$ cat config.mk
export PLATFORM = sky130hd
export DESIGN_NAME = rename_dispatch_sequencer
export DESIGN_NICKNAME = d
export VERILOG_FILES = /design/src/rtl/rename_pkg.sv /design/src/rtl/dispatch_prefix_calc.sv /design/src/rtl/rename_dispatch_sequencer.sv
export SDC_FILE = /design/constraint.sdc
export NUM_CORES = 1
export LEC_CHECK = 0
export BUFFER_PORTS_ARGS = -buffer_cell sky130_fd_sc_hd__buf_2
export CAP_MARGIN = 20
export CORE_UTILIZATION = 55
export DETAILED_ROUTE_END_ITERATION = 10
export GPL_TIMING_DRIVEN = 1
export PLACE_DENSITY = 0.83
export REMOVE_ABC_BUFFERS = 1
export SYNTH_ARGS = -nofsm -noshare
export SYNTH_HDL_FRONTEND = slang
export SYNTH_SLANG_ARGS = --single-unit
$ cat constraint.sdc
create_clock -name clk -period 7.5 [get_ports clk]
set_clock_uncertainty 0.05 [all_clocks]
set_input_delay 0.75 -clock clk [delete_from_list [all_inputs] [get_ports clk]]
set_output_delay 0.75 -clock clk [all_outputs]
set_load 0.03 [all_outputs]
$ cat src/rtl/rename_pkg.sv
`default_nettype none
// ============================================================================
// Module   : rename_pkg
// Brief    : Shared types and helpers for the rename dispatch sequencer.
// Revision : 1.0 - initial release
// ============================================================================
package rename_pkg;

    localparam int SLOTS         = 3;
    // Storage width of a buffered payload; instance payloads must not exceed it.
    localparam int PAYLOAD_MAX_W = 64;

    typedef enum logic [1:0] {
        RUN     = 2'd0,
        FLUSH   = 2'd1,
        RESTART = 2'd2
    } seq_state_t;

    typedef struct packed {
        logic                     valid;
        logic                     need_rd;
        logic [PAYLOAD_MAX_W-1:0] payload;
    } slot_t;

    function automatic logic [1:0] prefix_popcount(input logic [SLOTS-1:0] bits,
                                                   input logic [1:0]       n);
        logic [1:0] cnt;
        cnt = 2'd0;
        for (int i = 0; i < SLOTS; i++) begin
            if ((i < int'(n)) && bits[i]) begin
                cnt = cnt + 2'd1;
            end
        end
        return cnt;
    endfunction

endpackage
`default_nettype wire

$ cat src/rtl/dispatch_prefix_calc.sv
`default_nettype none
// ============================================================================
// Module   : dispatch_prefix_calc
// Brief    : Largest in-order slot prefix that fits free regs and credits.
// Revision : 1.0 - initial release
// ============================================================================
module dispatch_prefix_calc
    import rename_pkg::*;
#(
    parameter int FREE_CNT_W = 6
) (
    input  logic [SLOTS-1:0]      i_buf_valid,
    input  logic [SLOTS-1:0]      i_buf_need_rd,
    input  logic [FREE_CNT_W-1:0] i_free_count,
    input  logic [1:0]            i_rob_credit,
    input  logic [1:0]            i_rs_credit,
    output logic [1:0]            o_k
);

    // Every limit is monotonic in n, so the last passing n is the answer and
    // no later slot can ever slip past a blocked one.
    always_comb begin
        o_k = 2'd0;
        for (int n = 1; n <= SLOTS; n++) begin
            if (i_buf_valid[n-1] &&
                (FREE_CNT_W'(prefix_popcount(i_buf_need_rd, 2'(n))) <= i_free_count) &&
                (2'(n) <= i_rob_credit) &&
                (2'(n) <= i_rs_credit)) begin
                o_k = 2'(n);
            end
        end
    end

endmodule
`default_nettype wire

$ cat src/rtl/rename_dispatch_sequencer.sv
`default_nettype none
// ============================================================================
// Module   : rename_dispatch_sequencer
// Brief    : Buffers a 3-wide decode group, releases fitting prefixes to
//            rename, compacts leftovers and sequences front-end flushes.
// Revision : 1.0 - initial release
// ============================================================================
module rename_dispatch_sequencer
    import rename_pkg::*;
#(
    parameter int PAYLOAD_W   = 64,
    parameter int FREE_CNT_W  = 6,
    parameter int STALL_CNT_W = 32
) (
    input  logic                       clk,
    input  logic                       reset,
    input  logic [SLOTS-1:0]           in_valid,
    input  logic [SLOTS-1:0]           in_need_rd,
    input  logic [SLOTS*PAYLOAD_W-1:0] in_payload,
    output logic                       in_ready,
    input  logic [FREE_CNT_W-1:0]      free_count,
    input  logic [1:0]                 rob_credit,
    input  logic [1:0]                 rs_credit,
    output logic [SLOTS-1:0]           out_valid,
    output logic [SLOTS-1:0]           out_need_rd,
    output logic [SLOTS*PAYLOAD_W-1:0] out_payload,
    input  logic                       flush,
    input  logic                       flush_done,
    output logic                       busy,
    output logic [STALL_CNT_W-1:0]     stall_count
);

    seq_state_t             r_state;
    seq_state_t             w_next_state;
    slot_t                  r_slot     [SLOTS];
    slot_t                  w_slot_nxt [SLOTS];
    logic [STALL_CNT_W-1:0] r_stall;

    logic [SLOTS-1:0] w_buf_valid;
    logic [SLOTS-1:0] w_buf_need;
    logic [1:0]       w_buf_cnt;
    logic [1:0]       w_k;
    logic [1:0]       w_k_eff;
    logic             w_run;
    logic             w_empty;
    logic             w_accept;
    logic             w_stall_inc;
    logic [2:0]       w_src;

    always_comb begin
        for (int i = 0; i < SLOTS; i++) begin
            w_buf_valid[i] = r_slot[i].valid;
            w_buf_need[i]  = r_slot[i].need_rd;
        end
    end

    dispatch_prefix_calc #(
        .FREE_CNT_W (FREE_CNT_W)
    ) u_prefix_calc (
        .i_buf_valid   (w_buf_valid),
        .i_buf_need_rd (w_buf_need),
        .i_free_count  (free_count),
        .i_rob_credit  (rob_credit),
        .i_rs_credit   (rs_credit),
        .o_k           (w_k)
    );

    assign w_buf_cnt   = prefix_popcount(w_buf_valid, 2'd3);
    assign w_empty     = (w_buf_cnt == 2'd0);
    assign w_run       = (r_state == RUN) && !flush;
    assign w_k_eff     = w_run ? w_k : 2'd0;
    assign in_ready    = w_run && (w_empty || (w_k == w_buf_cnt));
    assign w_accept    = in_ready && (|in_valid);
    assign w_stall_inc = (r_state == RUN) && !w_empty && (w_k == 2'd0) && (r_stall != '1);
    assign busy        = !w_empty || (r_state != RUN);
    assign stall_count = r_stall;

    always_comb begin
        for (int i = 0; i < SLOTS; i++) begin
            out_valid[i]                            = (i < int'(w_k_eff));
            out_need_rd[i]                          = (i < int'(w_k_eff)) && w_buf_need[i];
            out_payload[i*PAYLOAD_W +: PAYLOAD_W]   = r_slot[i].payload[PAYLOAD_W-1:0];
        end
    end

    // Load only happens on full drain, so it simply overwrites the buffer.
    always_comb begin
        w_src = 3'd0;
        for (int i = 0; i < SLOTS; i++) begin
            w_slot_nxt[i] = r_slot[i];
        end
        if (flush) begin
            for (int i = 0; i < SLOTS; i++) begin
                w_slot_nxt[i].valid   = 1'b0;
                w_slot_nxt[i].need_rd = 1'b0;
            end
        end else if (w_accept) begin
            for (int i = 0; i < SLOTS; i++) begin
                w_slot_nxt[i].valid                     = in_valid[i];
                w_slot_nxt[i].need_rd                   = in_need_rd[i];
                w_slot_nxt[i].payload                   = '0;
                w_slot_nxt[i].payload[PAYLOAD_W-1:0]    = in_payload[i*PAYLOAD_W +: PAYLOAD_W];
            end
        end else if (r_state == RUN) begin
            for (int i = 0; i < SLOTS; i++) begin
                w_src = 3'(i) + {1'b0, w_k};
                if (w_src < 3'(SLOTS)) begin
                    w_slot_nxt[i] = r_slot[w_src[1:0]];
                end else begin
                    w_slot_nxt[i].valid   = 1'b0;
                    w_slot_nxt[i].need_rd = 1'b0;
                end
            end
        end
    end

    always_comb begin
        w_next_state = r_state;
        if (flush) begin
            w_next_state = FLUSH;
        end else begin
            case (r_state)
                RUN:     w_next_state = RUN;
                FLUSH:   w_next_state = flush_done ? RESTART : FLUSH;
                RESTART: w_next_state = RUN;
                default: w_next_state = RUN;
            endcase
        end
    end

    always_ff @(posedge clk or negedge reset) begin
        if (!reset) begin
            r_state <= RUN;
            r_stall <= '0;
            for (int i = 0; i < SLOTS; i++) begin
                r_slot[i] <= '0;
            end
        end else begin
            r_state <= w_next_state;
            for (int i = 0; i < SLOTS; i++) begin
                r_slot[i] <= w_slot_nxt[i];
            end
            if (w_stall_inc) begin
                r_stall <= r_stall + STALL_CNT_W'(1);
            end
        end
    end

    // Credits above 3 cannot be expressed on the 2-bit credit ports.
    a_in_packed: assert property (@(posedge clk) disable iff (!reset)
        in_ready |-> (in_valid inside {3'b000, 3'b001, 3'b011, 3'b111}));

    a_out_packed: assert property (@(posedge clk) disable iff (!reset)
        out_valid inside {3'b000, 3'b001, 3'b011, 3'b111});

endmodule
`default_nettype wire
Word level (Yosys, flattened, before mapping)
Cells that the tools add are included.
- order comparisons: 18
- eq/ne operators: 3
- add/sub/neg operators: 7
- reduce and logical (&&, ||, !) cells: 35
- bitwise logic cells: 4
- multiplexer cells: 33
- operator list (operator ; count):
    66-bit binary-select mux with 2-bit select ; 3
    198-bit two-way mux ; 2
    66-bit two-way mux ; 6
    64-bit two-way mux ; 3
    32-bit by 1-bit adder with 32-bit output, second input constant ; 1
    2-bit two-way mux ; 16
    32-bit != test, second input constant ; 1
    1-bit logical AND ; 18
    2-bit by 6-bit less-or-equal comparator with 1-bit output ; 2
    2-bit nonzero test ; 5
    3-bit >= comparator, second input constant ; 3
    2-bit NOT with 3-bit output ; 3
    3-bit AND reduction ; 3
    2-bit by 1-bit adder with 2-bit output, second input constant ; 4
    2-bit less-or-equal comparator, first input constant ; 4
    1-bit by 6-bit less-or-equal comparator with 1-bit output ; 1
    2-bit logical NOT ; 3
    3-bit by 2-bit less-than comparator with 1-bit output, second input constant ; 2
    1-bit by 2-bit less-or-equal comparator with 1-bit output, first input constant ; 2
    1-bit by 2-bit less-than comparator with 1-bit output, first input constant ; 2
    1-bit by 2-bit adder with 3-bit output, first input constant ; 1
    2-bit by 2-bit adder with 3-bit output, first input constant ; 1
    1-bit two-way mux ; 3
    3-bit nonzero test ; 1
    8 further kinds ; 10
- word-level logic and storage cells: 111
- output and inout bits: 232
- bits in registers: 232
- bits of input ports: 212

Depth between registers and ports, before layout
- depth after elaboration: 19
- depth in mapped cells: 17
- depth with buffers taken out: 14

Hierarchy
From an unflattened synthesis, not the netlist that was laid out.
- cells, all modules: 1906
- area total of the unflattened synthesis: 15627.5 um^2
- modules (own cells, without submodules) (module ; sequential area each (um^2) ; area each (um^2) ; cells each ; instances):
    rename_dispatch_sequencer ; 5805.6 ; 15381.0 ; 1876 ; 1
    dispatch_prefix_calc ; 0.0 ; 246.5 ; 30 ; 1

Worst setup path after synthesis
Ideal clock, no wire load.
- path type: input -> register
- from: input free_count[1]
- to: register r_slot (netlist bit out_payload[100])
- required time: 7362 ps
- setup time: 88 ps
- cell stages on the path: 15
- arrival time: 3680 ps
- slack: 3682 ps
- buffers on the path: 3
- cell sequence: inv_1 -> ha_1 -> nor2b_1 -> o211ai_2 -> nand2_1 -> a21oi_1 -> clkbuf_1 -> ha_1 -> inv_1 -> clkbuf_1 -> clkbuf_1 -> nand3_1 -> nor4_1 -> a31oi_1 -> a41oi_1
- cells in the longest elaborated chain, start to end: 15
- elaborated cells on any way between the ends: 31
- classes of those cells: add/sub: 1; order compare: 4; eq/ne: 1; mux: 9; bitwise: 1; reduce/logical: 15
- RTL lines (item ; line ; source):
    start, declared ; rename_dispatch_sequencer.sv:21 ; input logic [FREE_CNT_W-1:0] free_count,
    1-bit by 6-bit less-or-equal comparator with 1-bit output ; dispatch_prefix_calc.sv:26 ; (FREE_CNT_W'(prefix_popcount(i_buf_need_rd, 2'(n))) <= i_free_count) &&
    1-bit logical AND ; dispatch_prefix_calc.sv:25 ; if (i_buf_valid[n-1] &&
    1-bit logical AND ; dispatch_prefix_calc.sv:26 ;
    1-bit logical AND ; dispatch_prefix_calc.sv:27 ; (2'(n) <= i_rob_credit) &&
    1-bit two-way mux ; dispatch_prefix_calc.sv:25 ;
    2-bit two-way mux ; dispatch_prefix_calc.sv:25 ;
    2-bit two-way mux * ; dispatch_prefix_calc.sv:25 ;
    1-bit by 2-bit adder with 3-bit output ; rename_dispatch_sequencer.sv:106 ; w_src = 3'(i) + {1'b0, w_k};
    2-bit NOT with 3-bit output (not written as such) ; rename_dispatch_sequencer.sv:108 ; w_slot_nxt[i] = r_slot[w_src[1:0]];
    66-bit binary-select mux with 2-bit select ; rename_dispatch_sequencer.sv:108 ;
    66-bit two-way mux (not written as such) (2 in a row) ; rename_dispatch_sequencer.sv:108 ;
    64-bit two-way mux ; rename_dispatch_sequencer.sv:107 ; if (w_src < 3'(SLOTS)) begin
    198-bit two-way mux ; rename_dispatch_sequencer.sv:104 ; end else if (r_state == RUN) begin
    198-bit two-way mux ; rename_dispatch_sequencer.sv:97 ; end else if (w_accept) begin
    end signal, assigned by index ; rename_dispatch_sequencer.sv:141 ; r_slot[i] <= w_slot_nxt[i];
    end, declared ; rename_dispatch_sequencer.sv:35 ; slot_t r_slot [SLOTS];
Every way passes the cells marked *; elsewhere a longest branch is shown, timed or not. The select of a mux whose other input is x is not followed.
A chain may end at the register's enable or synchronous reset.

Worst setup path after layout
- from: register r_slot[196] in the netlist's numbering
- to: register r_slot (netlist bit out_payload[155])
- cells in the longest elaborated chain, start to end: 18
- elaborated cells on any way between the ends: 36
- classes of those cells: add/sub: 3; order compare: 4; eq/ne: 1; mux: 12; bitwise: 1; reduce/logical: 15
- RTL lines (item ; line ; source):
    1-bit two-way mux * ; rename_pkg.sv:30 ; if ((i < int'(n)) && bits[i]) begin
    2-bit by 1-bit adder with 2-bit output ; rename_pkg.sv:31 ; cnt = cnt + 2'd1;
    2-bit two-way mux ; rename_pkg.sv:30 ;
    2-bit by 1-bit adder with 2-bit output ; rename_pkg.sv:31 ;
    2-bit two-way mux ; rename_pkg.sv:30 ;
    2-bit by 6-bit less-or-equal comparator with 1-bit output ; dispatch_prefix_calc.sv:26 ;
    1-bit logical AND ; dispatch_prefix_calc.sv:25 ;
    1-bit logical AND ; dispatch_prefix_calc.sv:26 ;
    1-bit logical AND ; dispatch_prefix_calc.sv:27 ;
    2-bit two-way mux * ; dispatch_prefix_calc.sv:25 ;
    2-bit by 2-bit adder with 3-bit output ; rename_dispatch_sequencer.sv:106 ;
    2-bit NOT with 3-bit output (not written as such) ; rename_dispatch_sequencer.sv:108 ;
    66-bit binary-select mux with 2-bit select ; rename_dispatch_sequencer.sv:108 ;
    66-bit two-way mux (not written as such) (2 in a row) ; rename_dispatch_sequencer.sv:108 ;
    64-bit two-way mux ; rename_dispatch_sequencer.sv:107 ;
    198-bit two-way mux ; rename_dispatch_sequencer.sv:104 ;
    198-bit two-way mux ; rename_dispatch_sequencer.sv:97 ;
Marked as above.

==> results.yml <==
clocking:
  cts_tree: "built"
  clock_sinks: 232
  post_cts_resize_count: 0
  cts_made_buffers: 27
  postCtsHoldBufs: 0
  cts_setup_buffers: 0
  clk_path_buf_depth: 3
  cts.htree.levels: 1
  cts.clk_slew.worst_paths_ns: 0.06
  cts_root_buf: "clkbuf_16"
  clock_latency_ns: 0.55
timing:
  relSlewSlack_pct: 19.7
  fin_crit_ns: 5.40
  finalHoldViolations: 0
  fin_setup_tns_ns: 0
  setup_viol: 0
  slew_viol_final: 0
  post-route-period-util_pct: 72.0
  rsz0062_at_grt: "no"
  whs_ns: 0.210
  max_freq_mhz: 185
  tightest_slew_ns: 1.20
logic_synthesis:
  async_flop_share_pct: 100
  synth_area_leaders: "dfrtp_1, buf_4, mux2i_1"
  synth.largest_area_cell: "dfrtp_1"
  synth_warnings: 0
  synth_area_sq_um: 17600
  synthDistinctLibCells: 55
  synth.avg_cell_area_sq_um: 8.84
  ys_ff_latch: 232
  synth_edf_count: 0
  synth_top_area_share_pct: 33.0
  synth_common_cells: "dfrtp_1, buf_4, clkbuf_1"
  yosysMostFrequentCell: "dfrtp_1"
  synth-main-ff-cell: "dfrtp_1"
  syn_inst: 1991
  synth_seq_area_share_pct: 33.0
global_route:
  grt-busiest-layer: "met2"
  grt_max_degree: 99
  grt.met2_usage_pct: 60.0
  overflow: 0
  use_met3_pct: 9.82
  antenna_found_initial: 7
  track_usage_pct: 39.8
  use_met1_pct: 51.4
  grt_pass1_wl_um: 104000
  grt_pass1_vias: 18200
run:
  drv_cap: 0
floorplan:
  row_count: 65
  core-area_sq_um: 31500
  num_io_pins: 444
  initial_utilization_pct: 55.9
  die_w_um: 181
  dieArea_sq_um: 32700
  die_y_um: 181
setup_path:
  end_kind: "flip-flop"
  ff2ff_path_depth: 15
  worstPathRequired_ns: 7.92
  crit_type: "reg2reg"
  critPathLaunch: "r_slot[196]$_DFFE_PN0P_"
  timing.rr.start: "r_slot[196]$_DFFE_PN0P_"
  cp_data_arrival_time_ns: 5.82
  path_max_fanout: 66
  critPathLaunchType: "flip-flop"
final_layout:
  nets: 2306
  post_route_cells_drive_above_1_share_pct: 29.3
  final_core_util_pct: 61.7
  synthToLayoutAreaGrowth_pct: 10.3
outcome:
  status: "completed"
route:
  detail_route.wl_per_cell_um: 26.9
  via_per_inst: 7.49
  vias: 18800
  drc_errors: 0
  first_pass_iters: 6
  drtIter0Drc: 2556
  wirelength_um: 67400
  ant_nets: 0
placed_design:
  place.gp.congestion: 0.920
  dpl.hpwl_um: 39000
  port_buffers: 443
hold_path:
  hold_class: "in2async"
pwr:
  vdd_drop_max_uv: 251
  power_leakage_uw: 0.00885
  power.density_nw_per_um2: 361
worst max-delay path, stage by stage (launching register included):
cell       delay [ns]
dfrtp_1          0.48
inv_1            0.11
ha_1             0.32
inv_1            0.05
ha_1             0.27
nand3_1          0.14
o211ai_4         0.16
nand2_4          0.48
a21oi_4          0.32
buf_4            0.73
ha_1             0.35
and2_2           0.80
buf_4            0.48
o21ai_0          0.15
a2bb2oi_1        0.18
mux2i_1          0.20
report_power, final:
| group | total (uW) | switching [uW] | internal [uW] |
|---|---|---|---|
| sequential | 2270 | 620 | 1650 |
| combinational | 3260 | 2090 | 1170 |
| clock | 1470 | 579 | 893 |
metrics by stage:
stage | instances | area [sq um] | total power [uW] | setup WS (ns)
4_1_cts | 2505 | 19400 | 6910 | 2.29
3_3_place_gp | 2454 | 18400 | 5330 | 2.31
5_1_grt | 2507 | 19400 | 7260 | 1.86
3_5_place_dp | 2455 | 18400 | 5430 | 2.20
2_1_floorplan | 1578 | 15300 | 4300 | -6.39
6_report | 2508 | 19400 | 7000 | 2.10
cell type report:
class                           count  area [sq um]
Clock buffer                       36           769
Fill cell                        2641         12100
Antenna cell                        3          7.51
Inverter                           11          43.8
Tap cell                          402           503
Clock inverter                     14           211
Multi-Input combinational cell   1335          9560
Timing Repair Buffer              475          2500
Sequential cell                   232          5810
cell families (layout without fill, tap and decap cells):
family                     Yosys count  in the layout  synth area share, %
AOI/OAI and AO/OA                  507            507                 22.6
xor gates and xnor gates            33             33                 1.64
adders and majority gates           12             12                0.853
buffers and inverters              424            536                 13.4
DFF                                232            232                 33.0
muxes                              190            190                 11.2
other                                0              3                    0
and+or+nand+nor                    593            593                 17.3
flip-flops by register name, summed over array words and instances, names as in the netlist:
register     cells
r_state          2
out_payload    192
stall_count     32
r_slot           6
placed cells by master (no fill, tap or decap), types with 4 or more instances in the layout:
cell,instances
nand2_2,4
a211oi_1,63
buf_2,442
nand2_1,93
a311oi_1,63
a2bb2oi_1,63
inv_1,10
bufinv_16,5
nor2_4,5
xnor2_1,18
and3_1,73
o211ai_1,10
clkinvlp_4,5
mux2i_1,129
nand3_1,150
a221o_1,62
nor4_1,132
nor3_1,9
a41oi_1,64
o21ai_0,72
dfrtp_1,232
a31oi_1,71
nor2_1,93
o31ai_1,4
a21oi_1,11
xor2_1,15
mux2_2,61
clkbuf_8,6
clkbuf_16,27
ha_1,12
buf_4,30
nand4_1,9
layer usage:
| metal | vias to the layer above | wire length [um] |
|---|---|---|
| met5 | - | 39 |
| met1 | 8993 | 24400 |
| met4 | 6 | 4270 |
| met3 | 367 | 9150 |
| li1 | 7708 | - |
| met2 | 1720 | 29500 |
worst paths after layout:
kind                                                 to  slack [ns]
setup / recovery           out_payload[155]$_DFFE_PN0P_        2.10
setup reg to reg           out_payload[155]$_DFFE_PN0P_        2.10
min in group clk                   r_state[0]$_DFF_PN0_        0.35
hold / removal              out_payload[71]$_DFFE_PN0P_        0.21
hold reg to reg             stall_count[23]$_DFFE_PN0P_        0.43
max in group asynchronous  out_payload[104]$_DFFE_PN0P_        5.71
Note: power is estimated with default switching activity, not from simulation.
